<file path="src/rtl/arb_pkg.sv">
// Shared types and widths for the round-robin arbiter slice.
package arb_pkg;

  localparam int unsigned NREQ  = 32;
  localparam int unsigned ID_W  = 5;
  localparam int unsigned CNT_W = 16;

  typedef enum logic [1:0] {IDLE, GRANT, BUSY} arb_state_t;
  typedef logic [ID_W-1:0] req_id_t;

endpackage

</file>
<file path="src/rtl/ffo32.sv">
// 32-bit find-first-one encoder: y_o is the index of the highest set bit, v_o flags any bit set.
module ffo32
  import arb_pkg::*;
(
  input  logic [31:0] d_i,
  output req_id_t     y_o,
  output logic        v_o
);

  // Ascending scan so the highest set bit is the last one written.
  always_comb begin
    y_o = '0;
    for (int i = 0; i < 32; i++) begin
      if (d_i[i]) y_o = ID_W'(i);
    end
  end

  assign v_o = |d_i;

endmodule

</file>
<file path="src/rtl/rr_mask_gen.sv">
// Thermometer mask: bit i set iff i < last_id_i, so priority rotates below the last owner.
module rr_mask_gen
  import arb_pkg::*;
(
  input  req_id_t     last_id_i,
  output logic [31:0] mask_o
);

  always_comb begin
    mask_o = '0;
    for (int i = 0; i < 32; i++) begin
      mask_o[i] = (ID_W'(i) < last_id_i);
    end
  end

endmodule

</file>
<file path="src/rtl/ffo_rr_arbiter.sv">
// Round-robin arbiter for 32 requesters: valid/ready grant offer, then ownership until release.
// Optional forced release after TIMEOUT_CYC busy cycles when ARB_TIMEOUT_EN is defined.
module ffo_rr_arbiter
  import arb_pkg::*;
#(
  parameter int unsigned NREQ        = 32,
  parameter int unsigned TIMEOUT_CYC = 256
) (
  input  logic        clk,
  input  logic        rst_n,
  input  logic [31:0] req_i,
  output logic        gnt_valid_o,
  input  logic        gnt_ready_i,
  output req_id_t     gnt_id_o,
  output logic [31:0] gnt_onehot_o,
  output logic        busy_o,
  input  logic        release_i,
  output logic        timeout_o
);

  if (NREQ != 32) begin : g_nreq_chk
    $error("ffo_rr_arbiter: only NREQ=32 is supported");
  end

  if (TIMEOUT_CYC < 2 || TIMEOUT_CYC > 65535) begin : g_tmo_chk
    $error("ffo_rr_arbiter: TIMEOUT_CYC must be within 2..65535");
  end

  arb_state_t  state_q;
  logic        gnt_valid_q;
  req_id_t     gnt_id_q;
  logic [31:0] gnt_onehot_q;
  logic        busy_q;
  logic        timeout_q;
  req_id_t     last_id_q;

  logic [31:0] mask_c;
  logic [31:0] req_masked_c;
  req_id_t     masked_id_c;
  req_id_t     raw_id_c;
  logic        masked_v_c;
  logic        raw_v_c;
  req_id_t     winner_c;

  rr_mask_gen u_mask (
    .last_id_i (last_id_q),
    .mask_o    (mask_c)
  );

  assign req_masked_c = req_i & mask_c;

  ffo32 u_ffo_masked (
    .d_i (req_masked_c),
    .y_o (masked_id_c),
    .v_o (masked_v_c)
  );

  ffo32 u_ffo_raw (
    .d_i (req_i),
    .y_o (raw_id_c),
    .v_o (raw_v_c)
  );

  // Masked requests below the last owner take precedence; otherwise wrap to the raw vector.
  assign winner_c = masked_v_c ? masked_id_c : raw_id_c;

`ifdef ARB_TIMEOUT_EN
  logic [CNT_W-1:0] cnt_q;
`endif

  always_ff @(posedge clk) begin
    if (!rst_n) begin
      state_q      <= IDLE;
      gnt_valid_q  <= 1'b0;
      gnt_id_q     <= '0;
      gnt_onehot_q <= '0;
      busy_q       <= 1'b0;
      timeout_q    <= 1'b0;
      last_id_q    <= '0;
`ifdef ARB_TIMEOUT_EN
      cnt_q        <= '0;
`endif
    end else begin
      timeout_q <= 1'b0;
      case (state_q)
        IDLE: begin
          if (raw_v_c) begin
            state_q      <= GRANT;
            gnt_valid_q  <= 1'b1;
            gnt_id_q     <= winner_c;
            gnt_onehot_q <= 32'(1) << winner_c;
          end
        end
        GRANT: begin
          // Accept has priority over a withdrawal in the same cycle.
          if (gnt_ready_i) begin
            state_q     <= BUSY;
            gnt_valid_q <= 1'b0;
            busy_q      <= 1'b1;
            last_id_q   <= gnt_id_q;
`ifdef ARB_TIMEOUT_EN
            cnt_q       <= '0;
`endif
          end else if (!req_i[gnt_id_q]) begin
            state_q      <= IDLE;
            gnt_valid_q  <= 1'b0;
            gnt_onehot_q <= '0;
          end
        end
        BUSY: begin
          if (release_i) begin
            state_q      <= IDLE;
            busy_q       <= 1'b0;
            gnt_onehot_q <= '0;
`ifdef ARB_TIMEOUT_EN
          end else if (cnt_q == CNT_W'(TIMEOUT_CYC - 1)) begin
            state_q      <= IDLE;
            busy_q       <= 1'b0;
            gnt_onehot_q <= '0;
            timeout_q    <= 1'b1;
          end else begin
            cnt_q <= cnt_q + CNT_W'(1);
`endif
          end
        end
        default: begin
          state_q      <= IDLE;
          gnt_valid_q  <= 1'b0;
          gnt_onehot_q <= '0;
          busy_q       <= 1'b0;
        end
      endcase
    end
  end

  assign gnt_valid_o  = gnt_valid_q;
  assign gnt_id_o     = gnt_id_q;
  assign gnt_onehot_o = gnt_onehot_q;
  assign busy_o       = busy_q;
  assign timeout_o    = timeout_q;

endmodule
</file>
<file path="config.mk">
export PLATFORM = sky130hd
export DESIGN_NAME = ffo_rr_arbiter
export DESIGN_NICKNAME = d
export VERILOG_FILES = /design/src/rtl/arb_pkg.sv /design/src/rtl/ffo32.sv /design/src/rtl/rr_mask_gen.sv /design/src/rtl/ffo_rr_arbiter.sv
export SDC_FILE = /design/constraint.sdc
export NUM_CORES = 1
export LEC_CHECK = 0
export CORE_MARGIN = 3
export CORE_UTILIZATION = 30
export CTS_CLUSTER_DIAMETER = 100
export CTS_CLUSTER_SIZE = 40
export DETAILED_ROUTE_END_ITERATION = 16
export SYNTH_ARGS = -nofsm -noshare
export SYNTH_HDL_FRONTEND = slang
export SYNTH_HIERARCHICAL = 1
export SYNTH_SLANG_ARGS = --single-unit
</file>
<file path="constraint.sdc">
create_clock -name clk -period 4.59 [get_ports clk]
set_input_delay 1.377 -clock clk [delete_from_list [all_inputs] [get_ports clk]]
set_output_delay 1.377 -clock clk [all_outputs]
set_load 0.005 [all_outputs]
</file>
# Yosys cells after proc, flatten, opt, wreduce, memory -nomap -nowiden
# Index checks and enable logic that the tools add are counted.
# word_totals
output_inout_bits,40
register_bits,46
elab_cells,142
inputBits,36
# classes
bitwise,3
n_mux,82
shifts,1
eq_ne,8
order_cmp,33
n_reduce_logical,9
# ops
cell,n
$mux 5,33
$mux 32,4
$pmux 32 s3,1
$lt 5x5->1 const A,16
$mux 4,16
$reduce_or 32->1,2
$lt 4x5->1 const A,8
$and 32x32->32,1
$shl 1x5->32 const A,1
$mux 3,8
$lt 3x5->1 const A,4
$mux 2,8
$lt 1x5->1 const A,2
$lt 2x5->1 const A,2
$ne 2x2->1 const B,5
$reduce_and 3->1,3
$mux 1,8
$lt 5x6->1 const B,1
$pmux 1 s3,2
$pmux 2 s3,1
$bmux 1 s5,1
$reduce_and 2->1,2
$reduce_and 4->1,1
$ne 3x3->1 const B,1
other kinds (4),5

# Depth between registers and ports, before layout
# logic_depth
depth_word,37
mapped_depth,14
depth_no_buf,13

# By module
# Netlist, hierarchy kept.
# modules_own_cells
mod,area_each_um2,seq_area_each_um2,cells_per_inst,n_inst
ffo_rr_arbiter,2486.1,920.9,278,1
ffo32,366.6,0.0,62,2
rr_mask_gen,312.8,0.0,57,1

# Worst setup path before layout
# Ideal clock, no wire load.
# synth_timing
kind,input to register
start,input req_i[24]
end,register gnt_onehot_q[6] (netlist: gnt_onehot_o[6])
arrival_time_ns,3.942
setup_ns,0.072
t_required_ns,4.518
slack_ns,0.576
stages,10
n_path_buf,0
path_cell_list,and2_1 -> nor4_2 -> and3_1 -> nand3_2 -> or4_1 -> mux2i_1 -> nor3b_1 -> nor2b_1 -> nand3_1 -> mux2i_1
# synth_via
elab_chain_cells,13
elab_cells_between_ends,28
classes_between,2 x eq/ne; 1 x shift; 21 x mux; 1 x bitwise; 3 x reduce/logical
# synth_lines
item,line,text
from (decl),ffo_rr_arbiter.sv:11,"input logic [31:0] req_i,"
$and 32x32->32,ffo_rr_arbiter.sv:50,assign req_masked_c = req_i & mask_c;
$mux 5 (8 in a row),ffo32.sv:14,if (d_i[i]) y_o = ID_W'(i);
net masked_id_c[4],ffo_rr_arbiter.sv:39,req_id_t masked_id_c;
$mux 5,ffo_rr_arbiter.sv:65,assign winner_c = masked_v_c ? masked_id_c : raw_id_c;
$shl 1x5->32,ffo_rr_arbiter.sv:91,gnt_onehot_q <= 32'(1) << winner_c;
$mux 32,ffo_rr_arbiter.sv:87,if (raw_v_c) begin
$pmux 32 s3,ffo_rr_arbiter.sv:85,case (state_q)
to (signal assigned),ffo_rr_arbiter.sv:91,
to (decl),ffo_rr_arbiter.sv:32,logic [31:0] gnt_onehot_q;
# The timed path passes the listed nets, and every way through them passes these cells. The select of a mux whose other input is x is not followed.
# A chain may end at the register's enable or synchronous reset.

# Final worst setup path
# layout_timing
start,input req_i[28]
end,register gnt_onehot_q[6] (netlist: gnt_onehot_o[6])
# layout_via
elab_chain_cells,9
elab_cells_between_ends,20
classes_between,2 x eq/ne; 1 x shift; 13 x mux; 1 x bitwise; 3 x reduce/logical
# layout_lines
item,line,text
$and 32x32->32,ffo_rr_arbiter.sv:50,
net req_masked_c[28],ffo_rr_arbiter.sv:38,logic [31:0] req_masked_c;
$mux 5 (4 in a row),ffo32.sv:14,
net masked_id_c[4],ffo_rr_arbiter.sv:39,
$mux 5,ffo_rr_arbiter.sv:65,
$shl 1x5->32,ffo_rr_arbiter.sv:91,
$mux 32,ffo_rr_arbiter.sv:87,
$pmux 32 s3,ffo_rr_arbiter.sv:85,
# The timed path passes the listed nets, and every way through them passes these cells. The select of a mux whose other input is x is not followed.

==> flow_metrics.env <==
export IMPL_die_area_mm2=0.0131
export IMPL_ys_seq_elements=46
export IMPL_cp_required_ps=4800
export IMPL_dp_hpwl_um=8350
export IMPL_slowest_delay_ps=520
export IMPL_cp_arrival_ps=4450
export IMPL_timing_final_max_slew_violations=0
export IMPL_hold_path_class="reg2reg"
export IMPL_fin_area_mm2=0.00456
export IMPL_yosysWarnings=6
export IMPL_vdd_ir_drop_max_mv=0.168
export IMPL_fp_dieH_um=115
export IMPL_fin_skew_ps=4.00
export IMPL_fmax_ghz=0.236
export IMPL_seq_area_frac_synth=0.261
export IMPL_fin_crit_ps=4240
export IMPL_synth_top_area_frac=0.261
export IMPL_critical_path_cell_chain="clkdlybuf4s50_1 -> and2_1 -> nor4_2 -> and3_1 -> nand3_2 -> or4_1 -> mux2i_1 -> nor3b_1 -> buf_4 -> nor2b_1 -> nand3_1 -> mux2i_1"
export IMPL_reg2regPathDepth=12
export IMPL_initial_utilization=0.316
export IMPL_portBuffers=74
export IMPL_nFillCells=1106
export IMPL_cts_tree="yes"
export IMPL_crit_end="gnt_onehot_o[6]"
export IMPL_cts_htree_levels=2
export IMPL_synth_area_top_cells="dfxtp_1 26%, nand2_1 6.7%, and2_1 6.0%"
export IMPL_num_vias=3630
export IMPL_syn2layout_area_growth_pct=29.2
export IMPL_cap_violations=0
export IMPL_syn_area_mm2=0.00353
export IMPL_cp_startpoint="req_i[28]"
export IMPL_critPathCaptureType="flop"
export IMPL_cp_top_family="simple AND/OR/NAND/NOR gates"
export IMPL_diodes=0
export IMPL_rows=38
export IMPL_layout_drive_gt1_share=0.105
export IMPL_whs_ps=456
export IMPL_async_flop_share=0
export IMPL_yosysTopAreaCell="dfxtp_1"
export IMPL_vias_per_cell=5.39
export IMPL_dpl_cell_area_mm2=0.00441
export IMPL_cts_root_buf="clkbuf_16"
export IMPL_cts_buffers=5
export IMPL_rrSetupSlack_ps=1030
export IMPL_place_congestion=0.890
export IMPL_cp_max_fo=8
export IMPL_critPathMostFrequentCell="mux2i_1"
export IMPL_post_synth_top_count_cell="nand2_1"
export IMPL_synthesis_nets=495
export IMPL_setup_viol=0
export IMPL_netlist_instances=459
export IMPL_period_share=0.924
export IMPL_synthFlopType="dfxtp_1"
export IMPL_worst_path_buf_inv=2
export IMPL_min_delay_start="gnt_onehot_o[10]"
export IMPL_crit_reg2reg_launch="last_id_q[2]"
export IMPL_worst_slack_ps=348
export IMPL_first_pass_iters=5
export IMPL_cts_sinks=46
export IMPL_ios=76
export IMPL_tns_ps=0
export IMPL_hold_buffers=0
export IMPL_clkLatencyLatePin_ps=280
export IMPL_worstSetupStartpointType="input pin"
export IMPL_power_density_mw_per_mm2=365
export IMPL_rsz0062_at_grt="no"
export IMPL_cp_depth=12
export IMPL_post_drt_wl_per_cell_um=16.1
export IMPL_cts_buffer_depth=2
export IMPL_tightest_slew_ps=1010
export IMPL_grt_pass1_wl_um=17500
export IMPL_clk_pin_slew_ps=60
export IMPL_coreArea_mm2=0.0112
export IMPL_first_iter_violations=205
export IMPL_dpl_worst_slack_ps=108
export IMPL_grt_max_degree=49
export IMPL_grt_use_total=0.164
export IMPL_yosys_cell_types_count=61
export IMPL_overflow=0
export IMPL_drc=0
export IMPL_drt_total_wl_um=10800
export IMPL_antenna_found_initial=0
export IMPL_relSlewSlack=0.325
export IMPL_synth_edf_count=0
export IMPL_nets=568
export IMPL_ant_nets=0
export IMPL_cts_resized=0
export IMPL_die_x_um=115
export IMPL_run_status="complete, no violations"
export IMPL_cellLeakagePower_nw=1.70
export IMPL_finalHoldViolations=0
export IMPL_post_route_util=0.408
export IMPL_cts_setup_buffers=0
export IMPL_grt_pass1_vias=3405
export IMPL_crit_slowest_cell="or4_1"
export IMPL_syn_area_per_cell_um2=7.70
export IMPL_r2r_end="gnt_onehot_o[6]"
export IMPL_worstSetupPathType="in2reg"
export IMPL_synthTopCellsByCount="63 x nand2_1, 46 x dfxtp_1, 44 x nor2_1"
==> area by class of cell <==
| type | instances | area (um2) | area share |
|---|---|---|---|
| Clock buffer | 6 | 139 | 0.0304 |
| Clock inverter | 2 | 12.5 | 0.00274 |
| Inverter | 20 | 75.1 | 0.0165 |
| Multi-Input combinational cell | 367 | 2360 | 0.518 |
| Sequential cell | 46 | 921 | 0.202 |
| Tap cell | 140 | 175 | 0.0384 |
| Timing Repair Buffer | 92 | 876 | 0.192 |
==> layout by cell type, fill, tap and decap left out, types with 3 or more instances in the layout <==
cell             Yosys  routed
nand2_1             63      63
buf_4                4      18
o211a_1              5       5
o21ai_1              4       4
a21boi_0             3       3
o21ai_0             10      10
and2_1              34      34
mux4_1               5       5
a21oi_1             20      20
nor3_1              12      12
o221ai_1             3       3
dfxtp_1             46      46
o21a_1               3       3
nand4_1              6       6
nand3_1             14      14
a221o_1              4       4
or3_1                3       3
nor2_1              44      44
nor4_1               6       6
o22ai_1             24      24
and3_1               3       3
mux2i_1             14      14
o21bai_1             3       3
clkdlybuf4s50_1      0      74
o21ai_2              8       8
nor3b_1              4       4
o211ai_1             5       5
nor4_2               4       4
clkbuf_16            0       5
nand2b_1             9       9
inv_1               20      20
nor2b_1              9       9
or4_1                7       7
==> layer usage <==
metal / vias to the layer above / global-route usage / share of wire
li1: 1811 / - / -
met1: 1698 / 0.232 / 0.47
met2: 106 / 0.257 / 0.46
met3: 15 / 0.0254 / 0.052
met4: 0 / 0.0428 / 0.018
met5: - / 0 / 0
==> how the worst min path moves through the flow <==
stage | to | cells past startpoint
detailed placement | gnt_onehot_o[25] | 2
global route | gnt_onehot_o[11] | 2
CTS | gnt_onehot_o[25] | 2
global placement | gnt_onehot_o[11] | 2
finish | gnt_onehot_o[10] | 2
floorplan | gnt_onehot_o[6] | 2
==> sequential cells by signal (all words and copies together) (netlist names) <==
signal / count
gnt_onehot_o: 32
gnt_id_o: 5
last_id_q: 5
gnt_valid_o: 1
state_q: 2
busy_o: 1
==> logic make-up (layout without fill, tap and decap cells) <==
kind of cell / Yosys count / count (layout) / share of synthesized area
AOI/OAI and AO/OA: 114 / 114 / 0.233
buffers and inverters: 46 / 120 / 0.0698
muxes: 21 / 21 / 0.0864
DFF: 46 / 46 / 0.261
and+or+nand+nor: 230 / 230 / 0.348
other: 2 / 2 / 0.00213
==> worst reg2reg max path, stage by stage, from the launching register on <==
cell	delay (ps)
dfxtp_1	480
or2_4	340
o31a_2	280
and2_1	190
nor4_2	420
nand3_2	120
or4_1	520
mux2i_1	220
nor3b_1	210
buf_4	180
nor2b_1	280
nand3_1	110
mux2i_1	140
==> power by group <==
group          total [mW]  internal, mW  switching [mW]
logic               0.775         0.367           0.408
registers           0.529         0.439          0.0895
clock network       0.363         0.215           0.148
total                1.67          1.02           0.645
==> through the flow <==
stage / total power [mW] / cells
2_1_floorplan: 1.02 / 459
3_3_place_gp: 1.29 / 665
3_5_place_dp: 1.30 / 665
4_1_cts: 1.67 / 673
5_1_grt: 1.78 / 673
6_report: 1.67 / 673
(Power assumes the default switching activity.)
==> edit (config.mk and constraints unchanged) <==
The option `ARB_TIMEOUT_EN` is turned on by a define.
--- a/src/rtl/ffo_rr_arbiter.sv
+++ b/src/rtl/ffo_rr_arbiter.sv
@@ -2,2 +2,4 @@
 // Optional forced release after TIMEOUT_CYC busy cycles when ARB_TIMEOUT_EN is defined.
+`define ARB_TIMEOUT_EN
+
 module ffo_rr_arbiter
Formal check against the unedited RTL: same outputs for any inputs over 4 cycles, from zero or initial values and one cycle with rst_n low; that may be too few to reach the edited logic, so the function may still have changed.
==> edit against the original RTL <==
Sequential cell count up 17. Sequential share of layout area up 0.27 points. Setup slack better by 0.042 ns. Via count up 44%. Clock power up 100%. Clock skew about the same. Cell area up 35%. Power up 29%. Area after synthesis up 35%. Die area up 33%. Wire length up 43%. Synthesized cell count up 42%. Critical endpoint is now gnt_onehot_o[12].
==> edit: results <==
set metrics [dict create \
    status "complete, no violations" \
    placement.cell_area_um2 5850 \
    grt_pass1_wl_mm 24.9 \
    rrSetupSlack_ns 0.97 \
    dr_wl_met2_mm 6.93 \
    worst_hold_slack_ns 0.493 \
    synthTopCellsByArea "dfxtp_1 26%, o211ai_1 10%, nand3_1 5.1%" \
    cts_buffers 9 \
    worst-path-max-fanout 16 \
    grt_max_degree 65 \
    htree_num_levels 3 \
    vdd_drop_max_uv 205 \
    wl_met3_um 773 \
    grt_use_met3 0.0271 \
    synthTopCellsByCount "66 x o211ai_1, 63 x dfxtp_1, 62 x nor2_1" \
    dp_cells 924 \
    slew-limit-headroom 0.515 \
    drive_gt1_frac 0.0920 \
    vias 5240 \
    min-delay-start "cnt_q[15]" \
    rr_endpoint "gnt_onehot_o[12]" \
    slowest_delay_ns 0.58 \
    met1_length_mm 7.47 \
    port_buffers 75 \
    p_sw_w 0.000761 \
    leakagePower_nw 2.14 \
    clk-power_w 0.000725 \
    nets 761 \
    syn_nets 688 \
    syn_area_per_cell_um2 7.33 \
]
## edit: cell count changes in the layout (fill, tap and decap cells not counted), sizes merged, moves of 7 or more
cell | before | now
nand2 | 63 | 51
a21boi | 5 | 12
dfxtp | 46 | 63
o21ai | 22 | 51
nand3 | 16 | 51
a21oi | 20 | 29
o22ai | 26 | 1
buf | 18 | 36
nor2 | 44 | 62
o211ai | 5 | 66
## edit: kinds of logic after synthesis
kind of cell | count (synthesis) | synth area share
buffers and inverters | 67 | 0.0614
adders and majority gates | 1 | 0.00262
DFF | 63 | 0.264
and+or+nand+nor | 282 | 0.314
other | 1 | 0.000786
xor gates and xnor gates | 1 | 0.00184
muxes | 20 | 0.0420
AOI/OAI and AO/OA | 216 | 0.313
## edit: stage by stage
step,util,total power [W]
floorplan,-,0.00112
global placement,0.381,0.00142
detailed placement,0.381,0.00143
CTS,0.401,0.00216
global route,0.401,0.00227
finish,0.401,0.00215
## edit: worst max path at each step
stage | startpoint | depth (start not counted) | slack (ns) | to
detailed placement | req_i[13] | 10 | 0.11 | gnt_onehot_o[15]
CTS | req_i[13] | 9 | 0.41 | gnt_onehot_o[12]
global route | req_i[13] | 10 | 0.15 | gnt_onehot_o[27]
finish | req_i[13] | 9 | 0.39 | gnt_onehot_o[12]
floorplan | req_i[24] | 12 | 0.86 | gnt_onehot_o[12]
global placement | req_i[13] | 10 | 0.11 | gnt_onehot_o[11]
## edit: cell type report
| class | instances | area, µm² |
|---|---|---|
| Fill cell | 1556 | 9200 |
| Multi-Input combinational cell | 521 | 3230 |
| Sequential cell | 63 | 1260 |
| Timing Repair Buffer | 111 | 1030 |
| Tap cell | 211 | 264 |
| Clock buffer | 11 | 243 |
| Clock inverter | 4 | 70.1 |
| Inverter | 18 | 67.6 |
